`src/rtl/nco_pkg.sv`:
```
// Shared definitions for the NCO hop scheduler.
//   state_e    : scheduler states
//   *_DEF      : default widths / NCO pipeline latency
//   eff_dwell  : effective dwell length (a programmed 0 behaves as 1)
package nco_pkg;

    localparam int APR_DEF    = 30;
    localparam int APRF_DEF   = 30;
    localparam int WARMUP_DEF = 11;

    typedef enum logic [2:0] {
        ST_IDLE,
        ST_FLUSH,
        ST_WARM,
        ST_RUN,
        ST_DONE
    } state_e;

    function automatic int unsigned eff_dwell(input int unsigned dwell);
        return (dwell == 0) ? 1 : dwell;
    endfunction

endpackage

```
`src/rtl/nco_hop_sched_if.sv`:
```
// Host/config bus into the hop table.
//   cfg_we   : write strobe
//   cfg_addr : hop-table entry
//   cfg_data : phase-increment word
// master = host side, slave = scheduler side.
interface nco_hop_sched_if #(
    parameter int AW  = 3,
    parameter int APR = 30
);
    logic           cfg_we;
    logic [AW-1:0]  cfg_addr;
    logic [APR-1:0] cfg_data;

    modport master (output cfg_we, cfg_addr, cfg_data);
    modport slave  (input  cfg_we, cfg_addr, cfg_data);
endinterface

```
`src/rtl/nco_hop_table.sv`:
```
// NHOP x APR phase-increment register file.
//   we/waddr/wdata : synchronous write port
//   re/raddr/rdata : registered read port; rdata holds between reads
// A read and a write to the same entry in one cycle returns the old word.
module nco_hop_table #(
    parameter int NHOP = 8,
    parameter int AW   = 3,
    parameter int APR  = 30
) (
    input  logic           clk,
    input  logic           reset_n,
    input  logic           we,
    input  logic [AW-1:0]  waddr,
    input  logic [APR-1:0] wdata,
    input  logic           re,
    input  logic [AW-1:0]  raddr,
    output logic [APR-1:0] rdata
);

    logic [NHOP-1:0][APR-1:0] mem;

    always_ff @(posedge clk) begin
        if (!reset_n) begin
            mem   <= '0;
            rdata <= '0;
        end else begin
            if (we) mem[waddr] <= wdata;
            if (re) rdata <= mem[raddr];
        end
    end

endmodule

```
`src/rtl/nco_hop_sched.sv`:
```
// Frequency-hop sequencer for the dual-output NCO.
//   clk, reset_n       : clock, synchronous active-low reset
//   cfg                : hop-table write bus (slave)
//   nhop_i, dwell_i    : last hop index (sampled at start), dwell per hop
//   fm_i               : FM offset, sampled at start
//   start_i, stop_i    : single-cycle requests
//   nco_valid_i        : NCO out_valid
//   phi_inc_o, freq_mod_o, nco_clken_o, nco_reset_n_o : NCO controls
//   hop_idx_o, hop_strobe_o, sample_valid_o, busy_o, done_o : status
// Build option NCO_HOP_LOOP_EN: wrap to hop 0 after the last hop and run
// until stop_i instead of finishing.
module nco_hop_sched
    import nco_pkg::*;
#(
    parameter int APR    = APR_DEF,
    parameter int APRF   = APRF_DEF,
    parameter int NHOP   = 8,
    parameter int AW     = 3,
    parameter int DWW    = 16,
    parameter int WARMUP = WARMUP_DEF
) (
    input  logic             clk,
    input  logic             reset_n,
    nco_hop_sched_if.slave   cfg,
    input  logic [AW-1:0]    nhop_i,
    input  logic [DWW-1:0]   dwell_i,
    input  logic [APRF-1:0]  fm_i,
    input  logic             start_i,
    input  logic             stop_i,
    input  logic             nco_valid_i,
    output logic [APR-1:0]   phi_inc_o,
    output logic [APRF-1:0]  freq_mod_o,
    output logic             nco_clken_o,
    output logic             nco_reset_n_o,
    output logic [AW-1:0]    hop_idx_o,
    output logic             hop_strobe_o,
    output logic             sample_valid_o,
    output logic             busy_o,
    output logic             done_o
);

    // Warm-up watchdog: leave WARM after WTO enabled cycles even without valid.
    localparam int WTO = WARMUP + 4;
    localparam int WCW = $clog2(WTO + 1);

    state_e          state, state_nx;
    logic [AW-1:0]   nhop_q, ld_addr;
    logic [DWW-1:0]  dwell_q, dwell_cnt;
    logic [WCW-1:0]  warm_cnt;
    logic            ld_en, adv, warm_done, hop_end, last_hop;

    // phi_inc_o is the table's read register: it only changes on a load.
    nco_hop_table #(.NHOP(NHOP), .AW(AW), .APR(APR)) u_tbl (
        .clk     (clk),
        .reset_n (reset_n),
        .we      (cfg.cfg_we),
        .waddr   (cfg.cfg_addr),
        .wdata   (cfg.cfg_data),
        .re      (ld_en),
        .raddr   (ld_addr),
        .rdata   (phi_inc_o)
    );

    assign sample_valid_o = (state == ST_RUN) && nco_valid_i;

    always_comb begin
        state_nx  = state;
        ld_en     = 1'b0;
        ld_addr   = hop_idx_o;
        adv       = 1'b0;
        warm_done = nco_valid_i || (warm_cnt == WCW'(WTO - 1));
        hop_end   = dwell_cnt >= (dwell_q - DWW'(1));
        last_hop  = hop_idx_o >= nhop_q;
        case (state)
            ST_IDLE: begin
                if (start_i) begin
                    state_nx = ST_FLUSH;
                    ld_en    = 1'b1;
                    ld_addr  = '0;
                end
            end
            ST_FLUSH: state_nx = ST_WARM;
            ST_WARM: begin
                if (stop_i)         state_nx = ST_DONE;
                else if (warm_done) state_nx = ST_RUN;
            end
            ST_RUN: begin
                if (stop_i) begin
                    state_nx = ST_DONE;
                end else if (hop_end) begin
                    if (!last_hop) begin
                        adv     = 1'b1;
                        ld_en   = 1'b1;
                        ld_addr = hop_idx_o + AW'(1);
                    end else begin
`ifdef NCO_HOP_LOOP_EN
                        adv     = 1'b1;
                        ld_en   = 1'b1;
                        ld_addr = '0;
`else
                        state_nx = ST_DONE;
`endif
                    end
                end
            end
            ST_DONE: state_nx = ST_IDLE;
            default: state_nx = ST_IDLE;
        endcase
    end

    always_ff @(posedge clk) begin
        if (!reset_n) begin
            state         <= ST_IDLE;
            freq_mod_o    <= '0;
            nco_clken_o   <= 1'b0;
            nco_reset_n_o <= 1'b0;
            hop_idx_o     <= '0;
            hop_strobe_o  <= 1'b0;
            busy_o        <= 1'b0;
            done_o        <= 1'b0;
            nhop_q        <= '0;
            dwell_q       <= '0;
            dwell_cnt     <= '0;
            warm_cnt      <= '0;
        end else begin
            state         <= state_nx;
            // Control outputs are registered off the next state.
            nco_reset_n_o <= (state_nx != ST_FLUSH);
            nco_clken_o   <= (state_nx == ST_WARM) || (state_nx == ST_RUN);
            busy_o        <= (state_nx != ST_IDLE);
            done_o        <= (state_nx == ST_DONE);
            hop_strobe_o  <= adv;

            if (state == ST_IDLE && start_i) begin
                freq_mod_o <= fm_i;
                nhop_q     <= nhop_i;
                hop_idx_o  <= '0;
            end
            if (adv) hop_idx_o <= ld_addr;

            if (state == ST_FLUSH)
                warm_cnt <= '0;
            else if (state == ST_WARM && warm_cnt != '1)
                warm_cnt <= warm_cnt + WCW'(1);

            // Outside RUN (and on every hop) keep re-sampling dwell so the
            // value at the hop boundary governs the coming hop.
            if (state != ST_RUN || adv) begin
                dwell_cnt <= '0;
                dwell_q   <= DWW'(eff_dwell(32'(dwell_i)));
            end else if (dwell_cnt != '1) begin
                dwell_cnt <= dwell_cnt + DWW'(1);
            end
        end
    end

endmodule
```
`src/flat_wrapper.sv`:
```
// flat-port wrapper written by rule: the top's interface ports become plain ports
module nco_hop_sched_flat import nco_pkg::*;
#(
    parameter int APR    = APR_DEF,
    parameter int APRF   = APRF_DEF,
    parameter int NHOP   = 8,
    parameter int AW     = 3,
    parameter int DWW    = 16,
    parameter int WARMUP = WARMUP_DEF
)
  (clk, reset_n, nhop_i, dwell_i, fm_i, start_i, stop_i, nco_valid_i, phi_inc_o, freq_mod_o, nco_clken_o, nco_reset_n_o, hop_idx_o, hop_strobe_o, sample_valid_o, busy_o, done_o, cfg_cfg_we, cfg_cfg_addr, cfg_cfg_data);
  nco_hop_sched_if #(.AW(AW), .APR(APR)) cfg_i ();
  input  logic clk;
  input  logic reset_n;
  input  logic [AW-1:0] nhop_i;
  input  logic [DWW-1:0] dwell_i;
  input  logic [APRF-1:0] fm_i;
  input  logic start_i;
  input  logic stop_i;
  input  logic nco_valid_i;
  output logic [APR-1:0] phi_inc_o;
  output logic [APRF-1:0] freq_mod_o;
  output logic nco_clken_o;
  output logic nco_reset_n_o;
  output logic [AW-1:0] hop_idx_o;
  output logic hop_strobe_o;
  output logic sample_valid_o;
  output logic busy_o;
  output logic done_o;
  input wire logic [$bits(cfg_i.cfg_we)-1:0] cfg_cfg_we;
  input wire logic [$bits(cfg_i.cfg_addr)-1:0] cfg_cfg_addr;
  input wire logic [$bits(cfg_i.cfg_data)-1:0] cfg_cfg_data;
  assign cfg_i.cfg_we = cfg_cfg_we;
  assign cfg_i.cfg_addr = cfg_cfg_addr;
  assign cfg_i.cfg_data = cfg_cfg_data;
  nco_hop_sched #(.APR(APR), .APRF(APRF), .NHOP(NHOP), .AW(AW), .DWW(DWW), .WARMUP(WARMUP)) u_core (.clk(clk), .reset_n(reset_n), .cfg(cfg_i), .nhop_i(nhop_i), .dwell_i(dwell_i), .fm_i(fm_i), .start_i(start_i), .stop_i(stop_i), .nco_valid_i(nco_valid_i), .phi_inc_o(phi_inc_o), .freq_mod_o(freq_mod_o), .nco_clken_o(nco_clken_o), .nco_reset_n_o(nco_reset_n_o), .hop_idx_o(hop_idx_o), .hop_strobe_o(hop_strobe_o), .sample_valid_o(sample_valid_o), .busy_o(busy_o), .done_o(done_o));
endmodule
```
`config.mk`:
```
export PLATFORM = sky130hd
export DESIGN_NAME = nco_hop_sched_flat
export DESIGN_NICKNAME = d
export VERILOG_FILES = /design/src/rtl/nco_pkg.sv /design/src/rtl/nco_hop_sched_if.sv /design/src/rtl/nco_hop_table.sv /design/src/rtl/nco_hop_sched.sv /design/src/flat_wrapper.sv
export SDC_FILE = /design/constraint.sdc
export NUM_CORES = 1
export LEC_CHECK = 0
export BUFFER_PORTS_ARGS = -buffer_cell sky130_fd_sc_hd__buf_4
export CORE_MARGIN = 4
export CORE_UTILIZATION = 46
export DETAILED_ROUTE_END_ITERATION = 16
export HOLD_SLACK_MARGIN = 0.02
export SYNTH_ARGS = -nofsm -noshare
export SYNTH_HDL_FRONTEND = slang
export SYNTH_SLANG_ARGS = --single-unit
```
`constraint.sdc`:
```
create_clock -name clk -period 5.35 [get_ports clk]
set_clock_uncertainty 0.15 [all_clocks]
set_input_delay 0.2675 -clock clk [delete_from_list [all_inputs] [get_ports clk]]
set_output_delay 0.2675 -clock clk [all_outputs]
set_load 0.01 [all_outputs]
```
After elaboration in Yosys (flattened, before gate mapping)
Cells that the tools add are included.

Eq/ne operators: 11. Muxes and demuxes: 26. Order comparisons: 5. Bitwise operators: 1. Add/sub/neg operators: 4. Reduce and logical (&&, ||, !) cells: 13.

Operator list (number): 240-bit bitwise mux (1); 30-bit binary-select mux with 3-bit select (1); 30-bit demux with 3-bit select (1); 30-bit two-way mux (2); 3-bit two-way mux (12); 16-bit by 1-bit adder with 16-bit output (second input constant) (1); 16-bit greater-or-equal comparator (1); 16-bit zero test (1); 16-bit two-way mux (1); 16-bit inequality test (second input constant) (1); 16-bit by 1-bit subtractor with 16-bit output (second input constant) (1); 3-bit by 2-bit equality test with 1-bit output (second input constant) (4); 3-bit one-hot mux with 4 select lines (1); 3-bit by 4-bit less-than comparator with 1-bit output (second input constant) (2); 3-bit one-hot mux with 2 select lines (1); 1-bit two-way mux (5); 4-bit by 1-bit adder with 4-bit output (second input constant) (1); 4-bit equality test (second input constant) (1); 1-bit logical AND (4); 4-bit inequality test (second input constant) (1); 2-bit OR reduction (2); 3-bit by 1-bit adder with 3-bit output (second input constant) (1); 3-bit by 1-bit equality test with 1-bit output (second input constant) (1); 3-bit equality test (second input constant) (1); 10 further kinds (12).

Logic and storage cells: 81. Register bits: 350. Input port bits: 88. Output and inout port bits: 69.

Longest topological paths before layout
Gate-level depths: netlist of run 1.

Depth after elaboration: 7. Mapped depth: 19. Depth with buffers taken out: 15.

Cells and area by module
Synthesis of run 1 repeated with hierarchy kept, for this count alone.

Cells, all modules: 1869. Area total of the unflattened synthesis: 15884.0 um^2.

Modules (own cells, without submodules): nco_hop_table (cells each 1401, sequential area each 5405.2 um^2, instances 1, area an instance 11888.9 um^2); nco_hop_sched (cells each 468, sequential area each 1601.5 um^2, instances 1, area an instance 3995.1 um^2).

Worst setup path before layout of run 1
Ideal clock, no wire load.

Kind: flip-flop to flip-flop. Start point: reg u_core.dwell_q[6]. End point: reg u_core.u_tbl.rdata[10]. Required time: 5088 ps. Clock period less this slack: 4076 ps. Slack: 1274 ps. Library setup time: 112 ps. Path buffers: 3. Data arrival time: 3814 ps. Cell stages (with the launch flop): 15. Path through: dfxtp_1 -> or4_1 -> or3_1 -> nor4_1 -> xnor2_1 -> ha_1 -> nand4_1 -> o41ai_4 -> a21oi_2 -> buf_2 -> or2_1 -> buf_4 -> buf_6 -> mux2i_1 -> a2111oi_1.

Cells in the longest elaborated chain, start to end: 7. Elaborated cells between the ends (all ways): 10. Those cells by class: 1 x add/sub; 1 x order compare; 8 x mux.

Ends and longest elaborated chain: from (decl) (RTL line nco_hop_sched.sv:48) `logic [DWW-1:0] dwell_q, dwell_cnt;`; from (signal assigned) (RTL line nco_hop_sched.sv:150) `dwell_q <= DWW'(eff_dwell(32'(dwell_i)));`; 16-bit by 1-bit subtractor with 16-bit output * (RTL line nco_hop_sched.sv:72) `hop_end = dwell_cnt >= (dwell_q - DWW'(1));`; 16-bit greater-or-equal comparator * (RTL line nco_hop_sched.sv:72); 3-bit two-way mux (RTL line nco_hop_sched.sv:90) `end else if (hop_end) begin`; 3-bit two-way mux (RTL line nco_hop_sched.sv:88) `if (stop_i) begin`; 3-bit one-hot mux with 2 select lines (RTL line nco_hop_sched.sv:74) `case (state)`; 30-bit binary-select mux with 3-bit select (RTL line nco_hop_table.sv:28) `if (re) rdata <= mem[raddr];`; 30-bit two-way mux (implied by the code) (RTL line nco_hop_table.sv:28); to (signal assigned) (RTL line nco_hop_table.sv:28); to (decl) (RTL line nco_hop_table.sv:17) `output logic [APR-1:0] rdata`.

Every way passes the cells marked *; elsewhere a longest branch is shown, timed or not. The select of a mux whose other input is x is not followed. A chain may end at the register's enable or synchronous reset.

Worst setup path in the final report of run 1
Start point: reg u_core.dwell_q[2]. End point: reg u_core.u_tbl.rdata[12].

Same word-level chain as after synthesis.

==> flow_summary.ini, run 1 <==
[routing]
met1Wirelength_um = 23100
drt-total-wl_um = 50100
via_per_inst = 5.58
vias = 14300
top_layer = met5
met3WireLength_um = 3870
routedWlPerCell_um = 19.6
route.detailed.drc = 0
postRouteAntennaNets = 0
met2_length_um = 22300
firstDrtPassIters = 5
drtIter0Drc = 1080

[global_routing]
grt_max_degree = 129
grt_pass1_wl_um = 77800
antenna_found_initial = 1
grt_usage = 0.265
gr-total-overflow = 0
grt_pass1_vias = 13900

[placement]
dp_hpwl_um = 26600
place_congestion = 0.819
io_buffers = 156

[synthesis]
ys_warn_count = 0
syn-num-nets = 2052
yosysUniqueCellTypes = 51
synth_flop_cell = dfxtp_1
synthArstFlopShare = 0
synth_top_area_cell = dfxtp_1
synth_sequential_area_ratio = 0.449
synth.area.top_cells = dfxtp_1 (45%), nand2_1 (14%), a21oi_1 (6.5%)
synth_top_area_share = 0.449
avgSynthCellArea_um2 = 8.05
synth_cells = 1940
netlist_area_mm2 = 0.0156
synth_edf_count = 0
ys_ff_latch = 350

[power]
p_total_mw = 6.18
pwr-share-seq = 0.445
leakagePower_nw = 6.95
combinationalPowerShare = 0.094
swShare = 0.239
powerDensity_mw_per_mm2 = 322
clock_power_share = 0.461
peakVddDrop_uv = 212
internal-power_mw = 4.70
p_sw_mw = 1.48

[sta]
fin_setup_tns_ps = 0
fin_crit_sh = 0.870
setup_viol = 0
fin_hold_ws_ps = 74.3
fmax_mhz = 215
hold_violations = 0
slew_headroom = 0.398
tightest_slew_ps = 900
finalMaxSlewViolations = 0
fin_crit_ps = 4650
rsz0062_at_grt = false

[setup_path]
crit_buf_inv = 2
cpMaxStageDelayCell = nand3_2
arrival_ps = 4910
cp_top_family = simple AND/OR/NAND/NOR gates
worstSetupEndpointType = flop
worstPathMaxFanout = 17
critPathMaxStageDelay_ps = 570
cp_cell_sequence = nor4_1, nand2_1, or3_1, nor4_1, xnor2_1, ha_1, nand4_1, o41ai_4, buf_4, and2_1, nand3_2, buf_4, a211oi_1, nor4b_1
critPathKind = reg -> reg
crit_path_start_kind = flop
cp.required_ps = 5610

[clock_network]
clockBufferDepth = 3
clkTransAtPathRegs_ps = 60
tritoncts = yes
cts-root-buf = clkbuf_16
cts_buffers = 39
cts_resized = 0
cts-htree-levels = 2
hold_buffers = 81
post_cts.repair.setup_buffers = 0
numClockSinks = 350
clk_latency_ps = 530

[cells_and_area]
mostFrequentLayoutCell = nand2_1
syn_to_final_growth_pct = 22.9
fin_nets = 2191
finalCoreUtilization = 0.572
num_antenna_cells = 0
drive_above_1_share = 0.148
mostFrequentLayoutCells = nand2_1 (576), dfxtp_1 (349), a21oi_1 (203)

[run_status]
status = completed

[die]
coreArea_mm2 = 0.0335
core.rowCount = 67
pin_count = 157
die_w_um = 192
start_util = 0.465
die_h_um = 192
fp.dieArea_mm2 = 0.0369

[hold_path]
hold_path.class = in -> reg

[run]
max-cap-violations = 0
==> sequential cells by signal, summed over array words and instances (netlist names), 3 cells and up <==
register	count
u_core.freq_mod_o	30
u_core.dwell_cnt	16
u_core.state	3
u_core.dwell_q	16
u_core.hop_idx_o	3
u_core.u_tbl.mem	240
u_core.nhop_q	3
u_core.u_tbl.rdata	30
u_core.warm_cnt	4
==> Yosys cell counts (all sizes together), types with 14 or more instances <==
cell / n
xnor2: 15
nor4b: 23
nor3b: 51
buf: 19
o21ai: 37
mux2i: 14
a21boi: 105
ha: 24
nor2: 80
nand2: 577
clkbuf: 156
mux2: 30
a211oi: 87
dfxtp: 350
o221ai: 30
a21oi: 205
==> stage by stage <==
| stage | instance area [um2] | instances | setup WS [ps] |
|---|---|---|---|
| 6_report | 19200 | 2557 | 697 |
| 5_1_grt | 19200 | 2557 | 410 |
| 4_1_cts | 19200 | 2557 | 696 |
| 3_5_place_dp | 17000 | 2405 | 703 |
| 3_3_place_gp | 17000 | 2405 | 815 |
| 2_1_floorplan | 15600 | 1940 | 1270 |
==> worst paths after layout <==
| path | from | endpoint | cells past startpoint | slack [ps] |
|---|---|---|---|---|
| setup / recovery | u_core.dwell_q[2] | u_core.u_tbl.rdata[12] | 14 | 700 |
| hold / removal | nco_valid_i | u_core.state[0] | 4 | 70 |
| setup reg to reg | u_core.dwell_q[2] | u_core.u_tbl.rdata[12] | 14 | 700 |
| hold reg to reg | u_core.u_tbl.mem[164] | u_core.u_tbl.mem[164] | 2 | 300 |
==> kinds of logic (layout without fill, tap and decap cells) <==
group	Yosys count	after routing	share of synthesized area
simple gates	801	801	0.223
compound gates	504	504	0.213
flops	350	350	0.449
buf+inv	189	358	0.0500
mux	44	44	0.0306
xor+xnor	28	28	0.0157
fa+ha+maj	24	24	0.0192
==> layer usage <==
| metal | GRT usage | up-vias |
|---|---|---|
| met1 | 0.373 | 6757 |
| met5 | 0 | - |
| met3 | 0.0447 | 64 |
| met2 | 0.429 | 518 |
| li1 | - | 6919 |
| met4 | 0.0576 | 2 |
==> final cells by class <==
cell class              count  area, um2
clock buffers              54       1110
clock inverters            17        253
fillers                  3064      14400
inverters                  14       55.1
multi-input cells        1401       7890
flip-flops and latches    350       7010
well taps                 448        561
repair buffers            273       2300
==> worst register-to-register path: cells and delay by family (launching register included) <==
family,cells,cell delay (ps)
adder cells (fa/ha/maj),1,300
flip-flops,1,350
AO/OA/AOI/OAI,2,630
XOR/XNOR,1,110
AND/OR/NAND/NOR,8,2310
buffers and inverters,2,680
==> power groups by stage <==
stage / clock, mW / combinational (mW) / sequential [mW]
after detailed placement: 0 / 0.526 / 2.81
final: 2.85 / 0.578 / 2.75
after global routing: 3.00 / 0.633 / 2.76
after global placement: 0 / 0.516 / 2.81
after CTS: 2.90 / 0.575 / 2.75
after floorplan: 0 / 0.294 / 2.81
No activity file was read; power rests on OpenSTA's default activity.
==> inputs of run 2 (changes only) <==
Settings changed: RECOVER_POWER set to 25, SETUP_SLACK_MARGIN set to 0.4, SYNTH_HIERARCHICAL set to 1.
==> run 2 against run 1 <==
Against the previous run:
- the run now ends with capacitance limit, slew limit left
- global-route usage shrank 3.3 points
- setup slack gained 68 ps
- clock-buffer cell count grew 7
- sequential share of layout area grew 0.22 points
- core utilization shrank 0.78 points
- worst hold slack gained 14 ps
- maximum frequency grew 1.5%
- first-iteration DRC count shrank 25%
- critical path type unchanged
- largest cell class unchanged
- largest power group is now registers
==> flow_summary.ini, run 2 <==
[placement]
io_buffers = 156
dp_hpwl_um = 25500
dpl_cell_area_mm2 = 0.0172
place_congestion = 0.777

[die]
pin_count = 157
die_h_um = 194
core.rowCount = 67
start_util = 0.470
fp.dieArea_mm2 = 0.0376
die_w_um = 194
coreArea_mm2 = 0.0338

[cells_and_area]
largest_reg_flops = 240
drive_above_1_share = 0.121
fin_nets = 2132
mostFrequentLayoutCell = nand2_1
num_antenna_cells = 0
design_area_mm2 = 0.0191
regMostFlops = u_core/u_tbl/mem
reg.largest.list = u_core/u_tbl/mem: 240 flops, u_core/freq_mod_o: 30 flops, u_core/u_tbl/rdata: 30 flops
mostFrequentLayoutCells = nand2_1 (599), dfxtp_1 (350), a21boi_1 (127)
syn_to_final_growth_pct = 20.0

[synthesis]
synth_flop_cell = dfxtp_1
synth_mux_area_frac = 0.0925
syn-num-nets = 1981
synth_top_area_share = 0.441
synth_top_family_by_area = compound AO/OA/AOI/OAI gates
avgSynthCellArea_um2 = 8.50
ys_ff_latch = 350
synth_cells = 1869
synth_edf_count = 0
netlist_area_mm2 = 0.0159
synth_fa_ha_area_frac = 0.0189
synth_sequential_area_ratio = 0.441
synth_compound_area_frac = 0.193
synthArstFlopShare = 0
synth-simple-area-share = 0.187
yosysUniqueCellTypes = 66
synth_top_area_cell = dfxtp_1
synth.area.top_cells = dfxtp_1 (44%), nand2_1 (14%), a21boi_1 (7.0%)
synth_most_common_cell = nand2_1
yosys.area_share.xor_xnor = 0.0149
ys_warn_count = 6
synthTopCellsByCount = nand2_1 (600), dfxtp_1 (350), a21boi_1 (149)

[clock_network]
tritoncts = yes
cts-root-buf = clkbuf_16
cts-htree-levels = 2
clockBufferDepth = 3
clk_latency_ps = 520
clkTransAtPathRegs_ps = 60
cts_buffers = 40
numClockSinks = 350

[global_routing]
grt_pass1_vias = 13300
antenna_found_initial = 0
grt_pass1_wl_um = 72700
gr-total-overflow = 0
grt_usage = 0.232
grt_max_degree = 122

[hold_path]
hold_path.class = in -> reg

[power]
peakVddDrop_uv = 213
swShare = 0.244
p_sw_mw = 1.45
internal-power_mw = 4.50
powerDensity_mw_per_mm2 = 312
pwr-share-seq = 0.465
clock_power_share = 0.442
leakagePower_nw = 6.91
combinationalPowerShare = 0.093

[setup_path]
cp.required_ps = 5650
arrival_ps = 4880
worstPathMaxFanout = 30
crit_path_start_kind = flop
worstSetupEndpointType = flop
critPathKind = reg -> reg

[run_status]
violations = capacitance limit, slew limit
status = complete, but fails checks

[routing]
vias = 13500
firstDrtPassIters = 5
routedWlPerCell_um = 18.0
drtIter0Drc = 806
postRouteAntennaNets = 0
drt-total-wl_um = 45000
route.detailed.drc = 0
via_per_inst = 5.39

[sta]
slew_headroom = -0.533
fin_crit_sh = 0.857
setup_viol = 0
rsz0062_at_grt = false
fmax_mhz = 218
fin_setup_tns_ps = 0
tightest_slew_ps = 2300
hold_violations = 0
finalMaxSlewViolations = 248
fin_hold_ws_ps = 88.8
fin_crit_ps = 4580

[run]
max-cap-violations = 8
-- run 2: changes by cell type after synthesis, moves of 23 or more --
cell and change:
nor3b_1 -51, mux2i_1 +63, nor4b_1 -23, nor2_1 -47, a21boi_1 +149, nand2_1 +23
a21oi_1 -131, mux2_1 +23, a211oi_1 -77
-- run 2: stage by stage --
step	power, mW	instances	worst slack [ps]	utilization
global route	6.19	2498	426	0.564
CTS	6.06	2496	458	0.571
finish	5.95	2498	765	0.564
global placement	3.35	2340	510	0.509
floorplan	3.13	1869	963	-
detailed placement	3.36	2340	424	0.509
-- run 2: logic make-up after synthesis --
family,Yosys count
simple gates,720
compound gates,434
flops,350
buf+inv,175
mux,139
xor+xnor,27
fa+ha+maj,24
-- run 2: power by group through the flow --
stage	Clock, mW	Combinational (mW)	Sequential (mW)
final	2.63	0.552	2.77
after global routing	2.80	0.610	2.78
after CTS	2.70	0.589	2.77
after detailed placement	0	0.538	2.82
after global placement	0	0.529	2.82
after floorplan	0	0.311	2.82
-- run 2: worst paths after layout --
kind / from / endpoint / slack, ps / cells past startpoint
max reg2reg: u_core/dwell_q[8] / u_core/u_tbl/rdata[25] / 770 / 15
min: cfg_cfg_addr[2] / u_core/u_tbl/mem[87] / 90 / 4
min reg2reg: u_core/u_tbl/mem[150] / u_core/u_tbl/mem[150] / 300 / 2
max: u_core/dwell_q[8] / u_core/u_tbl/rdata[25] / 770 / 15
-- run 2: layout make-up --
type                    count  area (um2)
clock buffers              61        1210
clock inverters            11        70.1
fillers                  3100       14700
inverters                  13        48.8
multi-input cells        1344        8110
flip-flops and latches    350        7010
well taps                 448         561
repair buffers            271        2050
-- run 2: routing by layer --
layer  part of all wire  global-route usage
met4              0.016              0.0529
met1               0.48               0.331
met2               0.45               0.373
met3              0.055              0.0344
met5                  0                   0
-- run 2: worst max-delay path: stages (launching register included) --
cell      delay [ps]
dfxtp_1          340
or4_1            580
or3_1            430
nor3_1           200
xnor2_1          100
ha_1             310
nand4_2          170
a211oi_2         190
a32oi_2          190
a211o_2          460
or2_0            260
o21ai_2          240
nor2_2            50
buf_4            300
a221o_1          380
a21oi_1          160
-- run 2: timing repair --
action | 4_1_cts | 5_1_grt
buffers inserted | 3 | 2
endpoints found under the setup margin | 3 | 30
endpoints found under the hold margin | 295 | 0
hold buffers | 81 | 0
gates resized for setup | 0 | 4
pin swaps | 0 | 1
==> inputs of run 3 (changes only) <==
Settings changed: ABC_AREA set to 1, SLEW_MARGIN set to 5.
==> run 3 against run 2 <==
Against the previous run:
- the run still ends with capacitance limit, slew limit left
- worst hold slack got worse by 9.1 ps
- final cell count rose by 12%
- clock power about the same
- sequential power hardly changed
- critical path depth is 7 higher
- total power grew 1.2%
- sequential share of layout area increased by 0.65 points
- synthesized area shrank 2.6%
- die area down 2.5%
- clock-buffer cell count down 3
- largest power group unchanged
==> flow_summary.ini, run 3 <==
[run_status]
status = complete, but fails checks
violations = capacitance limit, slew limit

[synthesis]
synth_top_area_share = 0.453
synthArstFlopShare = 0
synth_edf_count = 0
ys_ff_latch = 350
syn-num-nets = 2299
synth_flop_cell = dfxtp_1
synth_cells = 2187
synth_most_common_cell = nand2_1
synth.area.top_cells = dfxtp_1 (45%), a21oi_1 (9.4%), nand2_1 (9.1%)
netlist_area_mm2 = 0.0155
synth_sequential_area_ratio = 0.453
synthTopCellsByCount = nand2_1 (375), dfxtp_1 (350), inv_1 (296)
avgSynthCellArea_um2 = 7.07
synth_top_area_cell = dfxtp_1
yosysUniqueCellTypes = 38
ys_warn_count = 6

[placement]
place_congestion = 0.812
dp_hpwl_um = 23600
io_buffers = 156
place_inst = 2659
dpl_cell_area_mm2 = 0.0168

[routing]
route.detailed.drc = 0
firstDrtPassIters = 5
drtIter0Drc = 854
postRouteAntennaNets = 0
vias = 14300
routedWlPerCell_um = 15.1
via_per_inst = 5.09
drt-total-wl_um = 42300

[die]
die_w_um = 191
die_h_um = 191
coreArea_mm2 = 0.0329
start_util = 0.471
core.rowCount = 66
pin_count = 157
fp.dieArea_mm2 = 0.0366

[setup_path]
setup.worst_path.start = u_core/dwell_q[0]
arrival_ps = 4610
reg2reg_from = u_core/dwell_q[0]
critPathKind = reg -> reg
r2r-end = u_core/u_tbl/rdata[17]
worstPathMaxFanout = 60
cp.required_ps = 5640
crit_path_start_kind = flop
crit_end = u_core/u_tbl/rdata[17]
r2r_slack_ps = 1030
worstSetupEndpointType = flop
ff2ff_path_depth = 22

[power]
peakVddDrop_uv = 261
powerDensity_mw_per_mm2 = 322
leakagePower_nw = 7.79

[global_routing]
grt_pass1_wl_um = 69400
use_met3 = 0.0336
grt_pass1_vias = 13600
use_met2 = 0.397
antenna_found_initial = 1
grt_use_met1 = 0.300
grt_max_degree = 171
gr-total-overflow = 0
grt_usage = 0.229
grt.busiest_layer = met2

[run]
max-cap-violations = 1

[sta]
fmax_mhz = 232
fin_crit_ps = 4320
fin_setup_tns_ps = 0
tightest_slew_ps = 2760
setup_viol = 0
slew_headroom = -0.839
rsz0062_at_grt = false
fin_crit_sh = 0.807
hold_violations = 0
finalMaxSlewViolations = 155

[clock_network]
hold_buffers = 79
cts_buffers = 39
clockBufferDepth = 3
cts-htree-levels = 2
numClockSinks = 350
tritoncts = yes
clkTransAtPathRegs_ps = 60
cts_resized = 0
post_cts.repair.setup_buffers = 0
cts-root-buf = clkbuf_16
clk_latency_ps = 520

[cells_and_area]
regArea_mm2 = 0.00701
regMostFlops = u_core/u_tbl/mem
multi_input_area_mm2 = 0.00677
finalCoreUtilization = 0.570
mostFrequentLayoutCell = nand2_1
syn_to_final_growth_pct = 21.0
reg.largest.list = u_core/u_tbl/mem: 240 flops, u_core/freq_mod_o: 30 flops, u_core/u_tbl/rdata: 30 flops
drive_above_1_share = 0.0926
fin_nets = 2449
design_area_mm2 = 0.0187
largest_reg_flops = 240
stdcell_count = 2807
nFillCells = 3208
mostFrequentLayoutCells = nand2_1 (366), dfxtp_1 (350), inv_1 (295)

[hold_path]
hold_path.class = in -> reg
-- run 3: cell count changes after synthesis, sizes merged, moves of 20 or more --
cell	change
a21boi	-239
a21oi	+219
a221o	-20
clkbuf	-31
inv	+286
mux2	-62
mux2i	-77
nand2	-220
nand3	+198
nor2	+77
o21ai	+272
o22ai	-20
-- run 3: power by group --
part / switching [mW] / leakage [nW] / internal (mW)
Sequential: 0.0548 / 2.86 / 2.73
Combinational: 0.357 / 4.31 / 0.244
Clock: 1.04 / 0.623 / 1.59
Total: 1.45 / 7.79 / 4.57
-- run 3: final cells by class --
cell class	count	area share
clock inverter	10	0.00548
inverter	300	0.0602
tap	442	0.0295
sequential	350	0.374
timing repair buffer	255	0.107
antenna	1	0.000134
multi-input combinational	1391	0.361
clock buffer	58	0.0619
-- run 3: worst min-delay path by stage --
stage / to / startpoint / depth (start not counted)
finish: u_core/state[0] / nco_valid_i / 5
global route: u_core/state[0] / nco_valid_i / 5
CTS: u_core/state[0] / nco_valid_i / 5
detailed placement: u_core/u_tbl/mem[110] / u_core/u_tbl/mem[110] / 2
global placement: u_core/u_tbl/mem[62] / u_core/u_tbl/mem[62] / 2
floorplan: u_core/dwell_q[12] / dwell_i[12] / 2
-- run 3: critical path: stages, from the launching register on --
cell and delay, ps:
dfxtp_1 320, inv_1 100, ha_1 200, nand2_1 90
nor3_1 330, nand3b_1 210, nor3_1 210, xor2_1 160
inv_1 60, ha_1 280, nand4_1 110, a21oi_1 160
nor2_1 90, nand2_1 120, nand3_1 180, inv_1 120
nand2_1 80, nand2_2 80, buf_4 660, nand3_1 180
nand3_1 130, nand2_1 70, a21oi_1 110
-- run 3: cell families (layout without fill, tap and decap cells) --
logic type	count (synthesis)	count (layout)	synth area share
and+or+nand+nor	736	736	0.205
AOI/OAI and AO/OA	608	608	0.197
DFF	350	350	0.453
other	0	1	0
xor gates and xnor gates	23	23	0.0130
adders and majority gates	24	24	0.0194
buffers and inverters	446	623	0.112
-- run 3: metrics by stage --
step           hold slack (ps)  setup WS, ps  power, mW
2_1_floorplan              256          1890       3.17
3_3_place_gp               288          1190       3.40
3_5_place_dp               293          1030       3.42
4_1_cts                   58.3           998       6.11
5_1_grt                    107           514       6.29
6_report                  79.6          1030       6.02
-- run 3: routing by layer --
metal	up-vias	wire length (um)
met5	-	0
met2	315	20000
li1	7370	-
met1	6539	19200
met3	73	2140
met4	0	1070
